### src/rtl/vram_writer.sv
// CPU write port for the palette, tile-definition and tile-map memories.
// Writes are queued in a FIFO and committed one per cycle, optionally only during vblank.
module vram_writer #(
  parameter int FIFO_DEPTH  = 8,
  parameter bit GATE_VBLANK = 1'b1
) (
  input  logic        clk,
  input  logic        resetn,
  input  logic        wr_valid,
  output logic        wr_ready,
  input  logic [15:0] wr_addr,
  input  logic [15:0] wr_data,
  input  logic        vblank,
  output logic        pal_we,
  output logic [3:0]  pal_addr,
  output logic [11:0] pal_data,
  output logic        td_we,
  output logic [13:0] td_addr,
  output logic [3:0]  td_data,
  output logic        tm_we,
  output logic [8:0]  tm_addr,
  output logic [5:0]  tm_data,
  output logic        err,
  output logic        busy,
  output logic [6:0]  fifo_count
);

  localparam int AW = (FIFO_DEPTH > 1) ? $clog2(FIFO_DEPTH) : 1;
  localparam logic [6:0] DEPTH_C = 7'(FIFO_DEPTH);

  localparam logic [1:0] ST_IDLE  = 2'd0;
  localparam logic [1:0] ST_WAIT  = 2'd1;
  localparam logic [1:0] ST_DRAIN = 2'd2;

  logic [31:0]   mem [FIFO_DEPTH];
  logic [AW-1:0] wr_ptr_reg, rd_ptr_reg;
  logic [6:0]    count_reg, count_next;
  logic [1:0]    state_reg, state_next;
  logic          push, pop, can_commit, window_open;

  logic [15:0] head_addr, head_data, tm_offset;
  logic        is_td, is_tm, is_pal;

  assign wr_ready    = (count_reg != DEPTH_C);
  assign push        = wr_valid && wr_ready;
  assign window_open = vblank || !GATE_VBLANK;
  assign can_commit  = (count_reg != 7'd0) && window_open;
  // Pops are not held off by the FSM so an idle FIFO still meets the two-clock latency.
  assign pop         = can_commit;

  always_ff @(posedge clk) begin
    if (push) begin
      mem[wr_ptr_reg] <= {wr_addr, wr_data};
    end
  end

  assign head_addr = mem[rd_ptr_reg][31:16];
  assign head_data = mem[rd_ptr_reg][15:0];
  assign tm_offset = head_addr - 16'h4000;

  assign is_td  = (head_addr[15:14] == 2'b00);
  assign is_tm  = (head_addr >= 16'h4000) && (head_addr <= 16'h412B);
  assign is_pal = (head_addr[15:4] == 12'h420);

  logic unused_bits;
  assign unused_bits = ^{wr_data[15:12], head_data[15:12], tm_offset[15:9]};

  always_comb begin
    count_next = count_reg;
    case ({push, pop})
      2'b10:   count_next = count_reg + 7'd1;
      2'b01:   count_next = count_reg - 7'd1;
      default: count_next = count_reg;
    endcase
  end

  always_comb begin
    state_next = state_reg;
    case (state_reg)
      ST_IDLE: begin
        if (count_reg != 7'd0) state_next = ST_WAIT;
      end
      ST_WAIT: begin
        if (count_next == 7'd0) state_next = ST_IDLE;
        else if (can_commit)    state_next = ST_DRAIN;
      end
      ST_DRAIN: begin
        if (count_next == 7'd0) state_next = ST_IDLE;
        else if (!window_open)  state_next = ST_WAIT;
      end
      default: state_next = ST_IDLE;
    endcase
  end

  always_ff @(posedge clk or negedge resetn) begin
    if (!resetn) begin
      wr_ptr_reg <= '0;
      rd_ptr_reg <= '0;
      count_reg  <= '0;
      state_reg  <= ST_IDLE;
    end else begin
      if (push) wr_ptr_reg <= wr_ptr_reg + 1'b1;
      if (pop)  rd_ptr_reg <= rd_ptr_reg + 1'b1;
      count_reg <= count_next;
      state_reg <= state_next;
    end
  end

  // Strobes last one cycle; address/data registers keep the last committed value.
  always_ff @(posedge clk or negedge resetn) begin
    if (!resetn) begin
      pal_we   <= 1'b0;
      pal_addr <= '0;
      pal_data <= '0;
      td_we    <= 1'b0;
      td_addr  <= '0;
      td_data  <= '0;
      tm_we    <= 1'b0;
      tm_addr  <= '0;
      tm_data  <= '0;
      err      <= 1'b0;
    end else begin
      pal_we <= 1'b0;
      td_we  <= 1'b0;
      tm_we  <= 1'b0;
      err    <= 1'b0;
      if (pop) begin
        if (is_td) begin
          td_we   <= 1'b1;
          td_addr <= head_addr[13:0];
          td_data <= head_data[3:0];
        end else if (is_tm) begin
          tm_we   <= 1'b1;
          tm_addr <= tm_offset[8:0];
          tm_data <= head_data[5:0];
        end else if (is_pal) begin
          pal_we   <= 1'b1;
          pal_addr <= head_addr[3:0];
          pal_data <= head_data[11:0];
        end else begin
          err <= 1'b1;
        end
      end
    end
  end

  assign busy       = (count_reg != 7'd0) || pal_we || td_we || tm_we;
  assign fifo_count = count_reg;

endmodule
### config.mk
export PLATFORM = sky130hd
export DESIGN_NAME = vram_writer
export DESIGN_NICKNAME = d
export VERILOG_FILES = /design/src/rtl/vram_writer.sv
export SDC_FILE = /design/constraint.sdc
export NUM_CORES = 1
export LEC_CHECK = 0
export BUFFER_PORTS_ARGS = -buffer_cell sky130_fd_sc_hd__buf_2
export CAP_MARGIN = 20
export CORE_UTILIZATION = 45
export CTS_BUF_LIST = sky130_fd_sc_hd__clkbuf_2
export CTS_CLUSTER_SIZE = 8
export DETAILED_ROUTE_END_ITERATION = 10
export PLACE_DENSITY = 0.64
export SYNTH_ARGS = -nofsm -noshare
export SYNTH_HDL_FRONTEND = slang
export SYNTH_SLANG_ARGS = --single-unit
### constraint.sdc
create_clock -name clk -period 5.05 [get_ports clk]
set_input_delay 1.01 -clock clk [delete_from_list [all_inputs] [get_ports clk]]
set_output_delay 1.01 -clock clk [all_outputs]
set_load 0.005 [all_outputs]
==> summary.txt <==
Setup path
  – CP Class: reg2reg
  – R2r setup slk: between 1 and 1.5 ns
  – Crit path launch type: flop
  – WP data required: 5.71 ns
  – CP endpoint kind: flop
  – R2R depth: 8
  – FF-to-FF End: pal_data[0]
  – Crit path DAT: 4.35 ns
  – Max FO, Critical Path: 35
  – Reg2reg start: rd_ptr_reg[1]

CTS
  – H-tree Lvls: 3
  – Post-CTS Setup Bufs: 0
  – Number of buffers created by CTS: between 70 and 80
  – Clk_lat worst skew: roughly 0.82 ns
  – Clock Sinks: 290
  – Clock-pin slew on the worst setup and hold paths: around 0.11 ns
  – Cts-stage hold buffer count: 0
  – Post-cts resize count: 0
  – Max clock buf depth: 3
  – Clk root buf: clkbuf_2
  – CTS tree: built

Detailed routing
  – Avg WL per Cell: 20.6 µm
  – Post-route antenna net violation count: 0
  – DRT Wirelength: roughly 25000 µm
  – DR pass1 iterations: 5
  – Detailed-route via count: 6588
  – DRC errors left: 0
  – Initial DRC Count: 394
  – Via density: 5.44

STA
  – Clock skew: ~0.072 ns
  – Unrepaired setup endpoints after global routing: no
  – Final worst-path cycle share: around 73%
  – Worst slew pin tran: 1.02 ns
  – Min Tclk post-route: 3.69 ns
  – Fin. Hold Viols: 0
  – Relative slew slack: between 30% and 40%
  – Peak Freq: roughly 0.27 GHz
  – # setup viols final: 0
  – Slew Limit Fails: 0
  – Final TNS setup: 0 ns

Placement
  – DP Cell Count: 1079
  – Dpl hpwl: 15500 µm
  – Port buffer count: 93
  – Placer Congestion: 0.804

Floorplan
  – Die Width: 164 µm
  – Die Area: 26900 µm²
  – Initial core utilization: 46.3%
  – Number of core rows: 58
  – Top-level I/O count: 98
  – CORE AREA: 25500 µm²
  – Die height: 164 µm

Final layout
  – Area taken by multi-input logic gates: 3170 µm²
  – # nets final: 869
  – FF/Latch Area: 8380 µm²
  – Largest regs: mem: 224 flops, td_addr: 14 flops, pal_data: 12 flops
  – Finished Core Util: between 50% and 60%
  – Area delta synth->final: 12.7%
  – Layout cells sized above 1: 39.2%
  – Number of flip-flops in the largest register: roughly 220
  – Fill cells: approximately 2100
  – Register name with the most flops: mem
  – Finished Layout Cells: 1211

Yosys
  – Syn avg cell area: approximately 18 µm²
  – Synth unique cells: 60
  – Post-synth top cells: 224 x edfxtp_1, 66 x dfrtp_1, 58 x nand2_1
  – Yosys top cell area share: ~57%
  – Mapped Nets: about 720
  – Ys async rst share: ~23%
  – EDFF count, synth: 224
  – Ys Warns: 0
  – Sequential element share of the synthesized area: 71.0%
  – Cell area after synthesis: around 12000 µm²
  – Post-synth top flop: edfxtp_1
  – Leading area contributor after synthesis: edfxtp_1
  – Cells after Synth: approximately 670
  – Leading cell type by number of instances after synthesis: edfxtp_1
  – Flops & latches, synth: between 200 and 300
  – Top post-synthesis cells by area: edfxtp_1 57%, dfrtp_1 14%, mux4_2 9.7%, mux2_2 3.0%, nand2_1 1.8%

GRT
  – Gr usage total: 19.6%
  – Largest net degree at the start of global routing: 52
  – Gr ovfl total: 0
  – Initial antenna violation count: 2
  – Vias in the first global route: between 6000 and 7000
  – First-pass GRT wire length: 38600 µm

Power and ir drop
  – Pwr dens: 546 nW/µm²
  – Logic pwr share: 32.1%
  – Net Sw Frac: 34.4%
  – Switching power: 2490 µW
  – P_int: 4770 µW
  – Clock power share: 20.9%
  – Static Leakage: 0.00509 µW
  – Worst vdd ir: 0.000249 V
  – Sequential power share: between 40 and 50%

Flow run
  – Max Cap Viol: 0

Outcome
  – Status: completed

Worst hold path
  – Tightest Hold Check Type: in2async
-- power groups by stage --
stage | clock, µW | sequential (µW) | combinational, µW
finish | 1520 | 3410 | 2330
global route | 1700 | 3480 | 2560
CTS | 1570 | 3430 | 2350
detailed placement | 0 | 3480 | 2350
global placement | 0 | 3440 | 2280
floorplan | 0 | 3280 | 1760
-- cells by family after synthesis --
logic type               share of synthesized area (%)
flip-flops                                        71.0
AND/OR/NAND/NOR                                   6.24
multiplexers                                      15.2
AO/OA/AOI/OAI                                     3.61
buffers and inverters                             2.28
XOR/XNOR                                         0.668
adder cells (fa/ha/maj)                           1.02
-- through the flow --
step	hold WS (ns)	power, µW	area, µm²	worst slack [ns]
after global placement	0.462	5720	12600	1.36
final	0.317	7260	13300	1.36
after floorplan	0.473	5040	11800	1.21
after detailed placement	0.470	5830	12600	1.29
after global routing	0.319	7740	13300	1.21
after CTS	0.288	7350	13300	1.34
-- critical path: stages (launching register included) --
cell and delay, ns:
dfrtp_2 1.00, buf_4 0.42, nor3b_1 0.25, nor4_1 0.09, nor4_2 0.36, nand4_2 0.22
nor2_2 0.38, and2_4 0.44, mux2_2 0.38
-- metal layers --
layer / GRT usage, % / vias up / part of all wire, %
li1: - / 2963 / -
met1: 25.4 / 3358 / 42
met2: 32.2 / 229 / 50
met3: 4.44 / 38 / 6.2
met4: 7.70 / 0 / 1.8
met5: 0 / - / 0
-- cell usage in the layout (no fill, tap or decap), types with 11 or more instances in the layout --
| cell type | netlist | layout |
|---|---|---|
| edfxtp_1 | 224 | 224 |
| clkbuf_2 | 1 | 105 |
| buf_2 | 9 | 93 |
| dfrtp_1 | 66 | 63 |
| nand2_1 | 58 | 58 |
| mux4_2 | 51 | 51 |
| mux2_2 | 31 | 31 |
| nor2_1 | 24 | 18 |
| nor3_1 | 20 | 18 |
| clkinv_1 | 1 | 18 |
| buf_4 | 4 | 17 |
| o21ai_0 | 16 | 16 |
| a21oi_1 | 14 | 14 |
| mux2_4 | 12 | 12 |
| mux2i_1 | 11 | 11 |
-- final cells by class --
type,instances,share of cell area (%)
Sequential cell,290,63.0
Multi-Input combinational cell,335,23.9
Timing Repair Buffer,111,4.67
Clock buffer,105,3.95
Tap cell,330,3.11
Clock inverter,26,0.988
Inverter,13,0.367
Antenna cell,1,0.0188
-- worst max-delay path by stage --
stage / startpoint / end / slack [ns] / cells past startpoint
final: rd_ptr_reg[1] / pal_data[0] / 1.36 / 8
after global routing: rd_ptr_reg[1] / pal_data[0] / 1.21 / 8
after CTS: rd_ptr_reg[1] / pal_data[0] / 1.34 / 8
after detailed placement: vblank / fifo_count[6] / 1.29 / 12
after global placement: vblank / fifo_count[6] / 1.36 / 12
after floorplan: wr_valid / mem[0][0] / 1.21 / 4
No activity file was read; power rests on OpenSTA's default activity.
